File: src/rtl/uio_cfg_sequencer.sv
// Serial configuration sequencer: shifts in 10-bit frames (2-bit address, 8-bit data, MSB first)
// and commits the data to the uio output-enable, output-data or datapath-mode register.
module uio_cfg_sequencer #(
  parameter int unsigned TIMEOUT = 15
) (
  input  logic       clk,
  input  logic       rst_n,
  input  logic       ser_bit,
  input  logic       ser_valid,
  input  logic       ser_abort,
  input  logic       err_clr,
  output logic [7:0] oe,
  output logic [7:0] out_data,
  output logic [1:0] mode,
  output logic       busy,
  output logic       done,
  output logic       err
);

  localparam int unsigned FRAME_BITS = 10;
  localparam logic [3:0]  LastBit    = 4'(FRAME_BITS);
  localparam logic [7:0]  TimeoutVal = 8'(TIMEOUT);

  typedef enum logic [1:0] {StIdle, StShift, StCommit} state_e;

  state_e      state_q, state_d;
  logic [3:0]  cnt_q, cnt_d;
  logic [7:0]  gap_q, gap_d;
  logic [9:0]  frame_q, frame_d;
  logic [7:0]  oe_q, oe_d;
  logic [7:0]  out_q, out_d;
  logic [1:0]  mode_q, mode_d;
  logic        done_q, done_d;
  logic        err_q, err_d;
  logic        err_set;
  logic [7:0]  gap_inc;

  // Saturating so a huge TIMEOUT can never be skipped by a wrap.
  assign gap_inc = (gap_q == 8'hFF) ? gap_q : gap_q + 8'd1;

  always_comb begin
    state_d = state_q;
    cnt_d   = cnt_q;
    gap_d   = gap_q;
    frame_d = frame_q;
    oe_d    = oe_q;
    out_d   = out_q;
    mode_d  = mode_q;
    done_d  = 1'b0;
    err_set = 1'b0;

    unique case (state_q)
      StIdle: begin
        if (ser_valid && !ser_abort) begin
          frame_d = {9'b0, ser_bit};
          cnt_d   = 4'd1;
          gap_d   = 8'd0;
          state_d = StShift;
        end
      end
      StShift: begin
        if (ser_abort) begin
          state_d = StIdle;
        end else if (ser_valid) begin
          frame_d = {frame_q[8:0], ser_bit};
          cnt_d   = cnt_q + 4'd1;
          gap_d   = 8'd0;
          if (cnt_q + 4'd1 == LastBit) begin
            state_d = StCommit;
          end
        end else begin
          gap_d = gap_inc;
          if (gap_inc >= TimeoutVal) begin
            state_d = StIdle;
            err_set = 1'b1;
          end
        end
      end
      StCommit: begin
        state_d = StIdle;
        if (!ser_abort) begin
          done_d = 1'b1;
          unique case (frame_q[9:8])
            2'd0: oe_d    = frame_q[7:0];
            2'd1: out_d   = frame_q[7:0];
            2'd2: mode_d  = frame_q[1:0];
            2'd3: err_set = 1'b1;
          endcase
        end
      end
      default: state_d = StIdle;
    endcase

    // A set event wins over a simultaneous clear.
    err_d = err_set | (err_q & ~err_clr);
  end

  always_ff @(posedge clk) begin
    if (!rst_n) begin
      state_q <= StIdle;
      cnt_q   <= 4'd0;
      gap_q   <= 8'd0;
      frame_q <= 10'd0;
      oe_q    <= 8'h00;
      out_q   <= 8'h00;
      mode_q  <= 2'd0;
      done_q  <= 1'b0;
      err_q   <= 1'b0;
    end else begin
      state_q <= state_d;
      cnt_q   <= cnt_d;
      gap_q   <= gap_d;
      frame_q <= frame_d;
      oe_q    <= oe_d;
      out_q   <= out_d;
      mode_q  <= mode_d;
      done_q  <= done_d;
      err_q   <= err_d;
    end
  end

  assign oe       = oe_q;
  assign out_data = out_q;
  assign mode     = mode_q;
  assign busy     = (state_q != StIdle);
  assign done     = done_q;
  assign err      = err_q;

endmodule

File: config.mk
export PLATFORM = sky130hd
export DESIGN_NAME = uio_cfg_sequencer
export DESIGN_NICKNAME = d
export VERILOG_FILES = /design/src/rtl/uio_cfg_sequencer.sv
export SDC_FILE = /design/constraint.sdc
export NUM_CORES = 1
export LEC_CHECK = 0
export ABC_AREA = 1
export CAP_MARGIN = 25
export CELL_PAD_IN_SITES_DETAIL_PLACEMENT = 1
export CELL_PAD_IN_SITES_GLOBAL_PLACEMENT = 1
export CORE_MARGIN = 5
export CORE_UTILIZATION = 39
export DETAILED_ROUTE_END_ITERATION = 16
export GPL_TIMING_DRIVEN = 0
export PLACE_DENSITY = 0.76
export SLEW_MARGIN = 10
export SYNTH_ARGS = -nofsm -noshare
export SYNTH_HDL_FRONTEND = slang
export SYNTH_SLANG_ARGS = --single-unit
File: constraint.sdc
create_clock -name clk -period 1.7 [get_ports clk]
set_input_delay 0.425 -clock clk [delete_from_list [all_inputs] [get_ports clk]]
set_output_delay 0.425 -clock clk [all_outputs]
set_load 0.005 [all_outputs]
==> summary.txt <==
Synthesis
  – Primary FF master, synth: dfxtp_1
  – Syn Area/Cell: 7.35 um^2
  – Synth top area share: 44.1%
  – Synthesized cell area: 2000 um^2
  – Commonest cells post-synth: nand2_1, dfxtp_1, a21oi_1
  – Sequential-to-total area share from yosys stat: 44.1%
  – Cell with the most instances after synthesis: nand2_1
  – Yosys reg bits: 44
  – Post-synth EDFFs: 0
  – Async SR Flop Fraction: 0%
  – Number of distinct library cells after synthesis: 31
  – Synth area leaders: dfxtp_1, nand2_1, a21oi_1
  – Syn Nets: 284
  – Ys Warns: 0
  – Post-synth top area cell: dfxtp_1
  – Gate Count Post-Synth: 272

Clock network
  – CTS tree: built
  – Clk root buf: clkbuf_8
  – Clock latency on the worst-skew pair: 0.30 ns
  – Max Root-Sink Buffers: 2
  – Reg clk slew, reported paths: 0.09 ns
  – H-tree Lvls: 2
  – CTS Sinks: 44
  – CTS Buf Count: 5

Detailed routing
  – Residual DRC count: 0
  – Routed WL: 5340 um
  – Remaining antenna violation count: 0
  – DR vias: 1939
  – Avg WL per Cell: 13.9 um
  – Post-DR vias/cell: 5.04
  – Detailed Routing Iterations Pass 1: 4
  – Iter 0 DRT Violations: 58

Status
  – Status: completed

Worst setup path
  – CP required: 1.27 ns
  – Worst Setup End Kind: primary output
  – Worst Path Buf+Inv: 3
  – Crit path depth: 4
  – Critical path origin: state_q[0]$_SDFFE_PN0P_
  – Worst EP arrival: 1.22 ns
  – Top delay family on crit path: buffers and inverters
  – Critical path's slowest cell: dfxtp_2
  – FF-to-FF End: err$_SDFF_PN0_
  – Kind of critical path: flop to primary output
  – Reg2reg start: gap_q[1]$_SDFFE_PN0P_
  – Cell Chain, Critical Path: inv_2, ha_4, inv_1, dlygate4sd2_1
  – Critical Path Source Type: flop
  – Crit path max fanout: 4
  – CP max stage delay: 0.34 ns
  – Reg2reg path depth: 13
  – Worst reg-to-reg setup slack: 0.09 ns

Placement
  – Port Buf Inserts: 26
  – Inst Count DP: 368
  – DP HPWL: 3870 um
  – Routability Congestion: 0.763

Timing
  – Actual slew at the worst max-slew pin: 0.649 ns
  – Final setup vio count: 0
  – Final Cycle Share: 96.9%
  – RSZ-0062 raised after global routing: yes
  – Rel. slew slack: 56.4%
  – Peak Freq: 0.607 GHz
  – Final slew viol count: 0
  – Hold Fails Final Rpt: 0
  – Fin crit period: 1.65 ns
  – Clock skew: 0.00776 ns

Pwr
  – Max IR drop VDD: 446 uV
  – Leakage: 1.03 nW
  – P per Cell Area: 1010 nW/um^2
  – Power, Total: 2.67 mW

GRT
  – GRT Residual Overflow: 0
  – Largest net degree at the start of global routing: 16
  – Number of antenna violations at the first check in global routing: 0
  – Vias in the first global route: 1933
  – First-pass GRT wire length: 8800 um
  – Gr usage total: 17.1%

Floorplanning
  – Vert. Die Dim: 81.6 um
  – Starting Density: 39.6%
  – Width of the die: 81.6 um
  – Die footprint: 6660 um^2
  – # IOs: 27
  – Placeable Area: 5040 um^2
  – Std-Cell Rows: 26

Hold path
  – Hold Path Sink: frame_q[1]$_SDFFE_PN0P_
  – Type of the tightest min-delay check: flop to flop
  – Min-delay src: frame_q[0]$_SDFFE_PN0P_
  – Hold depth: 2

Layout
  – Diode count: 0
  – Synthesis-to-finish area growth: 31.9%
  – Non-Filler Instances: 385
  – Core Util, Final: 52.3%
  – Share of layout cells above drive strength 1: 19.0%
  – # nets final: 326

Job
  – Max-cap violations: 0
metrics by stage:
stage | instance area, um^2 | hold WS, ns | setup slack (ns) | TNS (ns)
finish | 2640 | 0.484 | 0.0524 | 0
CTS | 2500 | 0.481 | -0.0138 | -0.0182
global route | 2640 | 0.524 | -0.0477 | -0.0938
detailed placement | 2350 | 0.469 | -0.433 | -13.90
floorplan | 2000 | 0.445 | 0.156 | 0
global placement | 2350 | 0.458 | -0.385 | -12.32
where the power goes:
group,total [mW],internal [mW],switching [mW]
combinational,0.685,0.300,0.384
clock,0.832,0.443,0.389
sequential,1.16,1.11,0.0515
total,2.67,1.85,0.825
timing repair:
item                                    CTS  global route
resized for setup                        14            21
setup buffers                             0            10
endpoints found under the setup margin   38            32
hold buffers                              0             0
pin swaps                                 1             9
sequential cells by signal, summed over array words and instances, names as in the netlist:
| signal | flops |
|---|---|
| err | 1 |
| out_data | 8 |
| mode | 2 |
| gap_q | 8 |
| cnt_q | 4 |
| frame_q | 10 |
| state_q | 2 |
| oe | 8 |
| done | 1 |
cell usage in the layout (no fill, tap or decap), types with 2 or more instances in the layout:
cell type,netlist,layout
nor2_2,3,3
ha_4,0,2
nor3_4,0,2
buf_4,1,12
nand3b_1,2,2
a21oi_1,32,31
dfxtp_2,0,5
xnor2_1,3,3
nand2_2,2,5
dlymetal6s2s_1,0,2
a21oi_2,1,2
dfxtp_1,44,37
clkbuf_1,5,3
o21ai_1,14,13
nand2_1,62,59
clkdlybuf4s50_1,0,23
dfxtp_4,0,2
inv_2,4,7
clkbuf_8,0,5
o21ai_0,9,9
ha_1,6,4
inv_1,23,20
nor2_1,31,30
nand3_1,11,11
clkbuf_2,1,2
nor2_4,3,4
layout make-up:
type	instances	area [um^2]
Fill cell	651	2410
Clock inverter	3	46.3
Clock buffer	5	68.8
Inverter	27	101
Sequential cell	44	895
Tap cell	70	87.6
Multi-Input combinational cell	192	1050
Timing Repair Buffer	36	339
Buffer	8	43.8
worst max-delay path by stage:
stage,to,slack [ns]
finish,busy,0.05
global route,err$_SDFF_PN0_,-0.05
CTS,gap_q[0]$_SDFFE_PN0P_,-0.01
detailed placement,out_data[3]$_SDFFE_PN0P_,-0.43
global placement,out_data[3]$_SDFFE_PN0P_,-0.38
floorplan,state_q[0]$_SDFFE_PN0P_,0.16
metal layers:
metal / vias to the layer above / wire [um] / share of wire (%) / GRT usage [%]
met5: - / 0 / 0 / 0
li1: 968 / - / - / -
met4: 0 / 54 / 1.0 / 4.49
met2: 20 / 2700 / 51 / 29.3
met3: 6 / 129 / 2.4 / 3.95
met1: 945 / 2460 / 46 / 21.6
worst reg2reg max path, cell delays in order, from the launching register on:
cell     delay, ns
dfxtp_4       0.38
ha_4          0.16
inv_2         0.04
nor2_4        0.12
nand2_4       0.11
nand2_2       0.09
nand2_1       0.05
nor2_1        0.11
nand2_1       0.08
nand3_1       0.07
nand2_1       0.05
nand2_1       0.09
nand2_2       0.06
a21oi_2       0.13
kinds of logic after synthesis:
group,after synthesis,synth area share [%]
simple gates,122,27.6
xor+xnor,4,1.75
buf+inv,36,7.14
flops,44,44.1
fa+ha+maj,6,3.76
compound gates,60,15.7
Note: power is estimated with default switching activity, not from simulation.
